<file path="src/rtl/ps2_pkg.sv">
// Shared types and constants for the PS/2 device-to-host receiver.
package ps2_pkg;

  typedef enum logic [1:0] {
    IDLE   = 2'd0,
    DATA   = 2'd1,
    PARITY = 2'd2,
    STOP   = 2'd3
  } ps2_state_t;

  localparam int unsigned PS2_DATA_BITS       = 8;
  localparam logic        PS2_START_BIT       = 1'b0;
  localparam logic        PS2_STOP_BIT        = 1'b1;
  localparam int unsigned PS2_DEFAULT_TIMEOUT = 50000;

endpackage

</file>
<file path="src/rtl/ps2_input_sync.sv">
// PS/2 pin conditioning: 2-FF synchronisers on both pins, a glitch filter on
// the clock pin, and a one-cycle strobe on each filtered clock falling edge.
module ps2_input_sync #(
  parameter int unsigned FILTER_LEN = 4
) (
  input  logic clk,
  input  logic rst_n,
  input  logic clk_raw,
  input  logic dat_raw,
  output logic dat_sync,
  output logic clk_strobe
);

  localparam int unsigned      FCNT_W    = $clog2(FILTER_LEN + 1);
  localparam logic [FCNT_W-1:0] FCNT_LAST = FCNT_W'(FILTER_LEN - 1);

  logic              clk_meta;
  logic              clk_sync;
  logic              dat_meta;
  logic              clk_filt;
  logic [FCNT_W-1:0] filt_cnt;

  // Synchronise both pins; filtered clock follows the synced clock only after
  // FILTER_LEN consecutive disagreeing samples, strobing on a 1->0 change.
  always_ff @(posedge clk or negedge rst_n) begin
    if (!rst_n) begin
      clk_meta   <= 1'b1;
      clk_sync   <= 1'b1;
      dat_meta   <= 1'b1;
      dat_sync   <= 1'b1;
      clk_filt   <= 1'b1;
      filt_cnt   <= '0;
      clk_strobe <= 1'b0;
    end else begin
      clk_meta   <= clk_raw;
      clk_sync   <= clk_meta;
      dat_meta   <= dat_raw;
      dat_sync   <= dat_meta;
      clk_strobe <= 1'b0;
      if (clk_sync != clk_filt) begin
        if (filt_cnt == FCNT_LAST) begin
          clk_filt   <= clk_sync;
          filt_cnt   <= '0;
          clk_strobe <= ~clk_sync;
        end else begin
          filt_cnt <= filt_cnt + FCNT_W'(1);
        end
      end else begin
        filt_cnt <= '0;
      end
    end
  end

endmodule

</file>
<file path="src/rtl/ps2_receiver.sv">
// PS/2 device-to-host frame receiver with a one-byte valid/ready output buffer.
// Optional build macro PS2_RECEIVER_ERR_COUNT_EN adds a saturating error counter
// output err_count.
module ps2_receiver
  import ps2_pkg::*;
#(
  parameter int unsigned FILTER_LEN     = 4,
  parameter int unsigned TIMEOUT_CYCLES = PS2_DEFAULT_TIMEOUT
) (
  input  logic       clk,
  input  logic       rst_n,
  input  logic       ps2_clk,
  input  logic       ps2_dat,
  output logic [7:0] data,
  output logic       data_valid,
  input  logic       data_ready,
  output logic       parity_err,
  output logic       frame_err,
  output logic       overflow
`ifdef PS2_RECEIVER_ERR_COUNT_EN
  ,
  output logic [7:0] err_count
`endif
);

  localparam int unsigned       TMO_W    = $clog2(TIMEOUT_CYCLES);
  localparam int unsigned       BIT_W    = $clog2(PS2_DATA_BITS);
  localparam logic [TMO_W-1:0]  TMO_LAST = TMO_W'(TIMEOUT_CYCLES - 1);
  localparam logic [BIT_W-1:0]  BIT_LAST = BIT_W'(PS2_DATA_BITS - 1);

  logic dat_sync;
  logic strobe;

  ps2_state_t               state, state_n;
  logic [BIT_W-1:0]         bit_cnt, bit_cnt_n;
  logic [PS2_DATA_BITS-1:0] shreg, shreg_n;
  logic                     par_bit, par_bit_n;
  logic [TMO_W-1:0]         tmo_cnt, tmo_cnt_n;
  logic [7:0]               data_n;
  logic                     data_valid_n;
  logic                     parity_err_n;
  logic                     frame_err_n;
  logic                     overflow_n;
  logic                     byte_done;
  logic                     drop;
  logic                     timeout_hit;
`ifdef PS2_RECEIVER_ERR_COUNT_EN
  logic [7:0]               err_count_n;
`endif

  ps2_input_sync #(
    .FILTER_LEN (FILTER_LEN)
  ) u_sync (
    .clk        (clk),
    .rst_n      (rst_n),
    .clk_raw    (ps2_clk),
    .dat_raw    (ps2_dat),
    .dat_sync   (dat_sync),
    .clk_strobe (strobe)
  );

  // State, datapath and registered outputs.
  always_ff @(posedge clk or negedge rst_n) begin
    if (!rst_n) begin
      state      <= IDLE;
      bit_cnt    <= '0;
      shreg      <= '0;
      par_bit    <= 1'b0;
      tmo_cnt    <= '0;
      data       <= 8'h00;
      data_valid <= 1'b0;
      parity_err <= 1'b0;
      frame_err  <= 1'b0;
      overflow   <= 1'b0;
`ifdef PS2_RECEIVER_ERR_COUNT_EN
      err_count  <= 8'h00;
`endif
    end else begin
      state      <= state_n;
      bit_cnt    <= bit_cnt_n;
      shreg      <= shreg_n;
      par_bit    <= par_bit_n;
      tmo_cnt    <= tmo_cnt_n;
      data       <= data_n;
      data_valid <= data_valid_n;
      parity_err <= parity_err_n;
      frame_err  <= frame_err_n;
      overflow   <= overflow_n;
`ifdef PS2_RECEIVER_ERR_COUNT_EN
      err_count  <= err_count_n;
`endif
    end
  end

  // Frame FSM, timeout recovery and output buffer next-state logic.
  always_comb begin
    state_n      = state;
    bit_cnt_n    = bit_cnt;
    shreg_n      = shreg;
    par_bit_n    = par_bit;
    tmo_cnt_n    = tmo_cnt;
    data_n       = data;
    data_valid_n = data_valid;
    parity_err_n = 1'b0;
    frame_err_n  = 1'b0;
    overflow_n   = overflow;
    byte_done    = 1'b0;
    drop         = 1'b0;
    timeout_hit  = (state != IDLE) && !strobe && (tmo_cnt == TMO_LAST);

    if (strobe || state == IDLE) begin
      tmo_cnt_n = '0;
    end else begin
      tmo_cnt_n = tmo_cnt + TMO_W'(1);
    end

    case (state)
      IDLE: begin
        if (strobe) begin
          if (dat_sync == PS2_START_BIT) begin
            state_n   = DATA;
            bit_cnt_n = '0;
          end else begin
            frame_err_n = 1'b1;
          end
        end
      end
      DATA: begin
        if (strobe) begin
          shreg_n   = {dat_sync, shreg[PS2_DATA_BITS-1:1]};
          bit_cnt_n = bit_cnt + BIT_W'(1);
          if (bit_cnt == BIT_LAST) begin
            state_n = PARITY;
          end
        end
      end
      PARITY: begin
        if (strobe) begin
          par_bit_n = dat_sync;
          state_n   = STOP;
        end
      end
      STOP: begin
        if (strobe) begin
          state_n = IDLE;
          if (dat_sync != PS2_STOP_BIT) begin
            frame_err_n = 1'b1;
          end else if (^{shreg, par_bit} != 1'b1) begin
            parity_err_n = 1'b1;
          end else begin
            byte_done = 1'b1;
          end
        end
      end
      default: state_n = IDLE;
    endcase

    // A stalled frame is abandoned and its partial byte discarded.
    if (timeout_hit) begin
      state_n     = IDLE;
      bit_cnt_n   = '0;
      shreg_n     = '0;
      frame_err_n = 1'b1;
    end

    if (byte_done) begin
      if (!data_valid || data_ready) begin
        data_n       = shreg;
        data_valid_n = 1'b1;
      end else begin
        drop       = 1'b1;
        overflow_n = 1'b1;
      end
    end else if (data_valid && data_ready) begin
      data_valid_n = 1'b0;
    end

`ifdef PS2_RECEIVER_ERR_COUNT_EN
    err_count_n = err_count;
    if ((parity_err_n || frame_err_n || drop) && (err_count != 8'hFF)) begin
      err_count_n = err_count + 8'd1;
    end
`endif
  end

endmodule

</file>
<file path="config.mk">
export PLATFORM = sky130hd
export DESIGN_NAME = ps2_receiver
export DESIGN_NICKNAME = d
export VERILOG_FILES = /design/src/rtl/ps2_pkg.sv /design/src/rtl/ps2_input_sync.sv /design/src/rtl/ps2_receiver.sv
export SDC_FILE = /design/constraint.sdc
export NUM_CORES = 1
export LEC_CHECK = 0
export ABC_AREA = 0
export CORE_MARGIN = 2
export CORE_UTILIZATION = 62
export CTS_CLUSTER_DIAMETER = 100
export DETAILED_ROUTE_END_ITERATION = 10
export GPL_TIMING_DRIVEN = 0
export PLACE_DENSITY = 0.88
export SYNTH_ARGS = -nofsm -noshare
export SYNTH_HDL_FRONTEND = slang
export SYNTH_SLANG_ARGS = --single-unit
</file>
<file path="constraint.sdc">
create_clock -name clk -period 2.81 [get_ports clk]
set_input_delay 0.7025 -clock clk [delete_from_list [all_inputs] [get_ports clk]]
set_output_delay 0.7025 -clock clk [all_outputs]
set_load 0.02 [all_outputs]
</file>
# Yosys cells after proc, flatten, opt, wreduce, memory -nomap -nowiden
# Cells that the tools add are included.
# word_totals
reg_bits	51
output_inout_bits	12
# classes
add_sub_neg	3
n_eq_ne	14
n_mux	38
n_bitwise	2
n_reduce_logical	22
# ops
op	count
$mux 8	3
$mux 1	18
$mux 3	6
$add 16x1->16 const B	1
$eq 16x16->1 const B	1
$mux 16	1
$mux 2	7
$ne 3x2->1 const B	4
$reduce_and 2->1	6
$reduce_xor 9->1	1
$pmux 2 s4	1
$reduce_bool 2->1	4
$add 3x1->3 const B	2
$ne 3x3->1 const B	2
$pmux 3 s2	1
$reduce_and 6->1	1
$eq 2x2->1 const B	2
$reduce_and 4->1	1
$eq 3x2->1 const B	1
$eq 3x3->1 const B	1
$logic_and 1x1->1	3
$reduce_bool 3->1	1
$eq 2x1->1 const B	1
$logic_not 1->1	2
6 further kinds	8

# Logic depth before layout (Yosys ltp)
# logic_depth
word_depth	7
mapped_depth	9
mapped_depth_nobuf	7

# Modules after synthesis
# A second synthesis with hierarchy kept.
# unflattened
hier_cells	213
area_unflattened_um2	2333.5
# by_module_without_submodules
mod	n_inst	cells_per_inst	area_each_um2	seq_area_each_um2
ps2_receiver	1	196	2015.7	1051.0
ps2_input_sync	1	17	317.8	231.5

# Worst setup path after synthesis
# Ideal clock, no wire load.
# synth_timing
path_kind	reg-to-reg
startpoint	register state[0]
endpoint	register bit_cnt[0]
setup_ns	0.127
arrival_time_ns	1.805
required_time_ns	2.683
slack_ns	0.878
stages_incl_launch_ff	10
synth_period_minus_slack_ns	1.932
path_cell_list	dfrtp_1 inv_1 ha_1 or2_2 buf_2 nor4_1 and3_1 buf_2 buf_4 o21ai_0
# synth_via
elab_chain_cells	5
word_cells_on_any_way	12
classes_between	eq/ne (4); mux (2); reduce/logical (6)
# synth_rtl
element	line_no	text
from (decl)	ps2_receiver.sv:34	ps2_state_t state, state_n;
from (signal assigned)	ps2_receiver.sv:79	state <= state_n;
$reduce_bool 2->1	ps2_receiver.sv:109	timeout_hit = (state != IDLE) && !strobe && (tmo_cnt == TMO_LAST);
$logic_and 1x1->1 (2 in series)	ps2_receiver.sv:109	
$ne 3x2->1 (no line) (tied with other cells)	-	
$reduce_and 4->1 (no line)	-	
to (signal assigned)	ps2_receiver.sv:80	bit_cnt <= bit_cnt_n;
to (decl)	ps2_receiver.sv:35	logic [BIT_W-1:0] bit_cnt, bit_cnt_n;
# Several ways; a longest one is shown, not always the timed one.
# A chain may end at the register's enable or synchronous reset.

# Worst setup path after layout
# layout_timing
startpoint	register state[1]
endpoint	register bit_cnt[0]
# The elaborated chain is that of the path after synthesis.

==> results by group <==
Outcome
  – Outcome: complete, no violations

Cells and area
  – Area of the multi-input gates: 992 um^2
  – Share of post-route cells with drive strength above 1: 13.0%
  – Area growth, synth to finish: 14.8%
  – Final design utilization: 73.9%
  – ANT cells: 0
  – Fill count: 266
  – Register area: 0.00128 mm^2
  – Fin nets: 252

Logic synthesis
  – Net Count, Synth: 228
  – Distinct cells, synth: 36
  – Number of flops mapped to enable cells by yosys: 0
  – Cells after synthesis: 214
  – Leading area contributor after synthesis: dfrtp_1
  – Yosys warnings: 0
  – Post-synth top area share: 49.2%
  – Seq/Total Area, Yosys: 54.8%
  – Top FF cell, synth: dfrtp_1
  – Top cells by area, synth: dfrtp_1, dfstp_2, ha_1, mux2_2, xor2_1
  – Synthesized area per cell: 10.9 um^2
  – Yosys reg bits: 51
  – Post-Syn Area: 0.00234 mm^2
  – Async set-reset flop share out of synthesis: 100%

Critical path
  – CP max stage cell: dfrtp_1
  – Kind of start point of the critical path: flip-flop
  – Critical Path AT: 2.44 ns
  – Critical-path cell list: inv_1, ha_1, or2_2, buf_2, nor4_1, and3_1, buf_2, buf_4, o21ai_0
  – Critical path buffer and inverter count: 4
  – Max FO, Critical Path: 10
  – Critical path's largest stage delay: 0.44 ns
  – Type of the worst setup path: reg2reg
  – Most common cell on crit path: buf_2
  – WP data required: 2.99 ns
  – Crit end category: flip-flop
  – Top delay family on crit path: simple AND/OR/NAND/NOR gates

Place
  – Final GP Congestion: 0.806
  – I/O Buffers: 16
  – DP HPWL: 2790 um

Routing
  – Wire per inst: 13.8 um
  – Final WL: 3970 um
  – Final ANT Viol Nets: 0
  – First drt pass iteration count: 4
  – Via density: 5.46
  – Number of DRC markers in iteration 0: 69
  – Via count: 1567
  – # DRC: 0

STA
  – Final period utilization: 80.3%
  – Final setup violation count: 0
  – Tmin final: 2.26 ns
  – RSZ-0062 raised after global routing: no
  – Fmax: 0.443 GHz
  – Relative slew slack: 64.6%
  – Final Skew: 0.0165 ns
  – Max Slew Vio Count: 0
  – Final hold viol count: 0
  – Hold_ws: 0.360 ns
  – Slew @ Worst Pin: 0.527 ns

Global routing
  – Global routing's busiest layer: met2
  – Initial antenna violation count: 0
  – Met2 usage: 38.8%
  – First-pass GRT wire length: 7160 um
  – Global routing usage on met1: 27.0%
  – GRT Overall Usage: 22.2%
  – Overflow after GRT: 0
  – Largest net degree at the start of global routing: 30
  – Vias in the first global route: 1626
  – GR met3 Demand/Resource: 5.65%

Clock network
  – TritonCTS clock tree: done
  – Root Driver: clkbuf_8
  – Post-CTS resize count: 0
  – Setup Buffers After CTS: 0
  – Maximum clock path buffer count: 2
  – # clock sinks: 51
  – Post-CTS Hold Buffers: 0
  – Clock transition at path regs: 0.08 ns
  – Total CTS buffers: 5
  – Htree depth: 2
  – Worst-skew pair later-pin latency: 0.31 ns

Hold path
  – Hold crit path type: in2async

Floorplanning
  – Site Rows: 22
  – CORE AREA: 0.00363 mm^2
  – Chip width: 65.4 um
  – Die area: 0.00428 mm^2
  – Io pins: 17
  – Die height: 65.4 um
  – Initial Util: 64.4%

Power
  – Worst IR Drop VDD: 0.475 mV
  – LEAKAGE: 0.00125 uW
  – Cell Pwr Density: 699 mW/mm^2

Run
  – Max Cap Violations: 0
==> metrics by stage <==
step,cell area (um^2),total power [uW],setup TNS [ns],cells,setup WS [ns]
after floorplan,2340,1270,0,214,0.878
after global placement,2560,1360,-16.35,278,-0.357
after detailed placement,2580,1390,0,279,0.565
after CTS,2690,1900,0,287,0.559
after global routing,2690,2010,0,287,0.381
final,2690,1880,0,287,0.554
==> kinds of logic after synthesis <==
| kind of cell | synth area share (%) |
|---|---|
| AND/OR/NAND/NOR | 17.4 |
| AO/OA/AOI/OAI | 5.83 |
| flip-flops | 54.8 |
| XOR/XNOR | 9.51 |
| multiplexers | 4.81 |
| buffers and inverters | 2.83 |
| adder cells (fa/ha/maj) | 4.81 |
==> path summary, 6_finish.rpt <==
check | to | slack, ns | startpoint | depth (start not counted)
max | bit_cnt[0] | 0.55 | state[1] | 9
min in group clk | u_sync.dat_sync | 0.36 | u_sync.dat_meta | 0
max in group asynchronous | shreg[1] | 1.94 | rst_n | 2
min | state[1] | 0.36 | rst_n | 1
min reg2reg | u_sync.dat_sync | 0.36 | u_sync.dat_meta | 0
max reg2reg | bit_cnt[0] | 0.55 | state[1] | 9
==> routing by layer <==
layer	vias to the layer above	part of all wire [%]
met5	-	0
li1	765	-
met1	762	44
met4	0	1.4
met2	34	51
met3	6	3.8
==> flip-flops by register name, summed over array words and instances (netlist names) <==
name,flops
u_sync.clk_strobe,1
overflow,1
u_sync.dat_meta,1
u_sync.clk_meta,1
data,8
shreg,8
u_sync.clk_filt,1
u_sync.clk_sync,1
frame_err,1
u_sync.dat_sync,1
par_bit,1
u_sync.filt_cnt,3
parity_err,1
tmo_cnt,16
bit_cnt,3
state,2
data_valid,1
==> cells in the mapped netlist (3+ instances only) <==
master,number
a21oi_1,13
and3_1,3
clkbuf_1,5
dfrtp_1,46
dfstp_2,5
ha_1,9
inv_1,8
mux2_2,10
nand2_1,19
nand3_1,18
nand4_1,3
nor2_1,21
nor3_1,4
xnor2_1,10
xor2_1,11
==> area by class of cell <==
type	count	area share [%]
flip-flops and latches	51	47.7
clock inverters	2	1.40
multi-input cells	147	36.9
well taps	48	2.24
plain buffers	8	1.35
clock buffers	6	2.70
inverters	8	1.12
repair buffers	17	6.52
==> placed cells by master (no fill, tap or decap), drive strengths merged, types with 3 or more instances in the layout <==
cell	instances
a21oi	13
and3	3
buf	5
clkbuf	11
clkdlybuf4s50	15
dfrtp	46
dfstp	5
ha	9
inv	8
mux2	10
nand2	19
nand3	18
nand4	3
nor2	21
nor3	4
xnor2	11
xor2	11
==> report_power, final <==
part	switching, uW	total, uW	internal [uW]
Clock	238	504	266
Sequential	71.3	891	820
Combinational	279	484	205
==> worst reg2reg max path, cell delays in order, from the launching register on <==
cell and delay [ns]:
dfrtp_1 0.44, inv_1 0.11, ha_1 0.25, or2_2 0.29, buf_2 0.17, nor4_1 0.24
and3_1 0.18, buf_2 0.16, buf_4 0.19, o21ai_0 0.11
Power figures use the tool's default switching activity.
==> RTL change 1, RTL diff (same settings) <==
`PS2_DEFAULT_TIMEOUT`: 50000 -> 25000.
--- a/src/rtl/ps2_pkg.sv
+++ b/src/rtl/ps2_pkg.sv
@@ -12,5 +12,5 @@
   localparam logic        PS2_START_BIT       = 1'b0;
   localparam logic        PS2_STOP_BIT        = 1'b1;
-  localparam int unsigned PS2_DEFAULT_TIMEOUT = 50000;
+  localparam int unsigned PS2_DEFAULT_TIMEOUT = 25000;
 
 endpackage
Check against the original RTL: same outputs for any inputs over 10 cycles, from zero or initial values and one cycle with rst_n low; that may be too few to reach the edited logic, so the function may still have changed.
==> RTL change 1 against the unedited design <==
  * Synthesized area shrank 2.0%
  * Final cell count is 4.5% lower
  * Sequential share of layout area fell by 0.11 points
  * Critical endpoint is now state[0]
  * Via count decreased by 2.9%
  * Final area decreased by 1.7%
  * Worst setup slack improved by 0.090 ns
  * Largest cell class unchanged
  * Wire length is 6.6% lower
  * Total power decreased by 5.4%
  * Sequential cell count shrank 1
  * First-iteration DRC count rose by 80%
  * Global-route usage fell by 1.6 points
  * Critical path type unchanged
  * Count of clock-buffer cells in the layout stayed put
==> RTL change 1: results (changes against the unedited design) <==
status=finished, final reports clean (unchanged); post-CTS setup buffers=0 (unchanged); drt total wl=3700 µm (was 3970 µm); initial antenna violation count=0 (unchanged); clock buffer depth=2 (unchanged); Final GP Congestion=0.828 (was 0.806); Crit Path Max Fanout=10 (unchanged); Max stage delay on crit path=0.39 ns (was 0.44 ns); clk_skew=0.00794 ns (was 0.0165 ns); Post-synth top cells=dfrtp_1 (45), nand2_1 (21), nor2_1 (15) (was dfrtp_1 (46), nor2_1 (21), nand2_1 (19)); H-tree Lvls=2 (unchanged); hpwl dp=2620 µm (was 2790 µm); post-synthesis xor/xnor area fraction=8.56% (was 9.51%); residual DRC count=0 (unchanged); sequential element share of the synthesized area=54.8% (about the same); CP arrival=2.35 ns (was 2.44 ns); placed cells=266 (was 279); synth top area cells=dfrtp_1 (49%), dfstp_2 (5.7%), mux2_2 (5.4%), xnor2_1 (5.3%), ha_1 (4.9%) (was dfrtp_1 (49%), dfstp_2 (5.6%), ha_1 (4.8%), mux2_2 (4.8%), xor2_1 (4.1%)); first-pass GRT wire length=6580 µm (was 7160 µm); # diodes=0 (unchanged); number of port buffers=16 (unchanged); proportion of layout cells with a drive suffix above 1=14.2% (was 13.0%); IR drop worst, VDD=0.358 mV (was 0.475 mV); # fillers=250 (was 266); total CTS buffers=5 (unchanged); WL/cell=13.5 µm (was 13.8 µm); Synth Area in Compound Gates=6.32% (was 5.83%); Via density=5.55 (was 5.46); Place WS=0.450 ns (was 0.565 ns); Largest delay share family, worst path=simple AND/OR/NAND/NOR gates (unchanged); nets=239 (was 252); grt total ovfl=0 (unchanged); Ys Warns=0 (unchanged); Mapped Cells=201 (was 214); switching share of power=29.6% (was 31.3%); slew margin rel.=68.2% (was 64.6%); Leakage=1.17 nW (was 1.25 nW); dpl cell area=2530 µm² (was 2580 µm²); post-CTS sizing=0 (unchanged); largest registers=tmo_cnt x15, data x8, shreg x8 (was tmo_cnt x16, data x8, shreg x8); router iterations before antenna repair=4 (unchanged); max-slew violation count=0 (unchanged); Synth Net Count=215 (was 228); mux contribution to synthesized area=6.38% (was 4.81%); clk_lat worst skew=0.31 ns (about the same); Initial DRC Count=124 (was 69); clock-pin slew on the worst setup and hold paths=about 0.090 ns; CP max-delay cell=dfrtp_1 (unchanged); pin count of the biggest net entering global routing=31 (was 30); synthesized-area fraction occupied by adder cells=4.91% (was 4.81%); Root Buffer=clkbuf_8 (unchanged); post-synthesis cell type count=37 (was 36); GRT Total Usage=20.6% (was 22.2%)
RTL change 1: cell types whose count changed in the layout (fill, tap and decap cells not counted), sizes merged, moves of 3 or more:
cell,change
buf,-3
xnor2,+3
nand3,-12
nor2,-6
xor2,-8
nor2b,+3
and3,-3
nor4bb,+3
RTL change 1: area by class of cell:
| class | instances | area (µm²) | share of cell area (%) |
|---|---|---|---|
| Tap cell | 48 | 60.1 | 2.27 |
| Buffer | 5 | 18.8 | 0.711 |
| Inverter | 9 | 33.8 | 1.28 |
| Sequential cell | 50 | 1260 | 47.6 |
| Timing Repair Buffer | 17 | 175 | 6.64 |
| Multi-Input combinational cell | 137 | 985 | 37.3 |
| Clock buffer | 6 | 72.6 | 2.75 |
| Clock inverter | 2 | 37.5 | 1.42 |
RTL change 1: power by group through the flow:
stage | combinational, mW | sequential (mW) | clock (mW)
3_5_place_dp | 0.423 | 0.871 | 0
3_3_place_gp | 0.404 | 0.866 | 0
4_1_cts | 0.427 | 0.857 | 0.507
5_1_grt | 0.478 | 0.868 | 0.542
6_report | 0.421 | 0.857 | 0.498
2_1_floorplan | 0.328 | 0.856 | 0
RTL change 1: path summary, 6_finish.rpt:
kind	depth (start not counted)	to	slack (ns)	from
min reg2reg	0	u_sync.dat_sync	0.36	u_sync.dat_meta
max in group asynchronous	2	u_sync.clk_sync	1.88	rst_n
max reg2reg	7	state[0]	0.64	state[0]
max	7	state[0]	0.64	state[0]
min	1	data[3]	0.34	rst_n
min in group clk	0	u_sync.dat_sync	0.36	u_sync.dat_meta
RTL change 1: layer usage:
layer,track usage (%),vias up,routed length [µm]
met3,5.38,6,125
met5,0,-,0
met1,27.3,749,1670
li1,-,741,-
met4,8.24,0,57
met2,32.5,26,1850
==> RTL change 2, RTL diff (same settings) <==
Without the edit above. Reset style: synchronous (`rst_n`), changed in 2 clocked blocks.
--- a/src/rtl/ps2_input_sync.sv
+++ b/src/rtl/ps2_input_sync.sv
@@ -23,5 +23,5 @@
   // Synchronise both pins; filtered clock follows the synced clock only after
   // FILTER_LEN consecutive disagreeing samples, strobing on a 1->0 change.
-  always_ff @(posedge clk or negedge rst_n) begin
+  always_ff @(posedge clk) begin
     if (!rst_n) begin
       clk_meta   <= 1'b1;
--- a/src/rtl/ps2_receiver.sv
+++ b/src/rtl/ps2_receiver.sv
@@ -61,5 +61,5 @@
 
   // State, datapath and registered outputs.
-  always_ff @(posedge clk or negedge rst_n) begin
+  always_ff @(posedge clk) begin
     if (!rst_n) begin
       state      <= IDLE;
Function: differs if rst_n is asserted again (counterexample within 10 cycles, from zero or initial values and one cycle with rst_n low); with rst_n held inactive, the same outputs for 10 cycles.
==> RTL change 2 against the unedited design <==
  * Sequential cell count is the same
  * Final area shrank 5.4%
  * Non-clock buffer count shrank 1
  * Die area shrank 3.6%
  * Worst setup slack lost 0.031 ns
  * Synthesized area shrank 3.8%
  * Wire length grew 1.6%
  * Critical path type unchanged
  * Critical endpoint is now state[1]
  * Highest routed layer unchanged
Power is not compared: it rests on default switching activity, and its combinational part moved more than twofold at a synthesized area within 25%.
==> RTL change 2: results (changes against the unedited design) <==
Mapped Cells=241 (was 214); Synth async-reset ratio=0% (was 100%); WL/cell=13.0 µm (was 13.8 µm); synth top area cells=dfxtp_1 (45%), nand2_1 (6.3%), mux2i_1 (5.8%), ha_1 (5.6%), xnor2_1 (3.9%) (was dfrtp_1 (49%), dfstp_2 (5.6%), ha_1 (4.8%), mux2_2 (4.8%), xor2_1 (4.1%)); hpwl dp=2890 µm (was 2790 µm); Max stage delay on crit path=0.51 ns (was 0.44 ns); Final GP Congestion=0.766 (was 0.806); Initial DRC Count=84 (was 69); Final Non-Filler Cells=311 (was 287); Post-synth top cells=dfxtp_1 (51), nand2_1 (38), nor2_1 (16) (was dfrtp_1 (46), nor2_1 (21), nand2_1 (19)); H-tree Lvls=2 (unchanged); placed cells=303 (was 279); Max Freq=437 MHz (was 443 MHz); post-synthesis cell type count=40 (was 36); met2 usage=31.6% (was 38.8%); Synth Net Count=256 (was 228); GRT Total Usage=21.1% (was 22.2%); dpl cell area=2470 µm² (was 2580 µm²); slew margin rel.=68.5% (was 64.6%); nets=279 (was 252); CP arrival=2.57 ns (was 2.44 ns); sequential element share of the synthesized area=45.3% (was 54.8%); Root Buffer=clkbuf_4 (was clkbuf_8); status=finished, final reports clean (unchanged); num rows=21 (was 22); clk_skew=0.0178 ns (was 0.0165 ns); proportion of layout cells with a drive suffix above 1=6.42% (was 13.0%); # fillers=262 (was 266); first-pass GRT wire length=6710 µm (was 7160 µm); pin count of the biggest net entering global routing=16 (was 30); Hold Crit Class=flop to flop (was primary input to async pin)
## RTL change 2: final timing paths
check	startpoint	endpoint	slack, ns	cells after the start
max	state[0]	state[1]	0.52	7
min	u_sync.clk_meta	u_sync.clk_sync	0.43	1
max reg2reg	state[0]	state[1]	0.52	7
min reg2reg	u_sync.clk_meta	u_sync.clk_sync	0.43	1
## RTL change 2: kinds of logic (layout without fill, tap and decap cells)
family / after synthesis / in the layout / share of synthesized area [%]
adder cells (fa/ha/maj): 10 / 10 / 5.56
flip-flops: 51 / 51 / 45.3
multiplexers: 14 / 14 / 6.78
buffers and inverters: 14 / 38 / 2.56
AO/OA/AOI/OAI: 30 / 30 / 8.39
XOR/XNOR: 16 / 16 / 7.44
AND/OR/NAND/NOR: 106 / 106 / 23.9
## RTL change 2: power breakdown
group | internal, mW | switching [mW]
sequential | 0.726 | 0.00213
combinational | 0.0110 | 0.0131
clock | 0.146 | 0.231
## RTL change 2: layer usage
layer  up-vias  wire length (µm)  part of all wire, %
li1        874                 -                    -
met2        19              1820                   45
met4         0                84                  2.1
met3         8                91                  2.3
met5         -                 0                    0
met1       783              2030                   50
## RTL change 2: worst max-delay path, delay by kind of cell (launching register included)
family          cells  cell delay [ns]
compound gates      1             0.46
fa+ha+maj           1             0.28
buf+inv             2             0.35
flops               1             0.38
simple gates        3             0.71
## RTL change 2: area by class of cell
| type | instances | area share [%] |
|---|---|---|
| Inverter | 6 | 0.886 |
| Sequential cell | 51 | 40.2 |
| Multi-Input combinational cell | 176 | 46.2 |
| Tap cell | 46 | 2.26 |
| Buffer | 8 | 1.38 |
| Clock buffer | 7 | 2.56 |
| Clock inverter | 1 | 0.295 |
| Timing Repair Buffer | 16 | 6.30 |
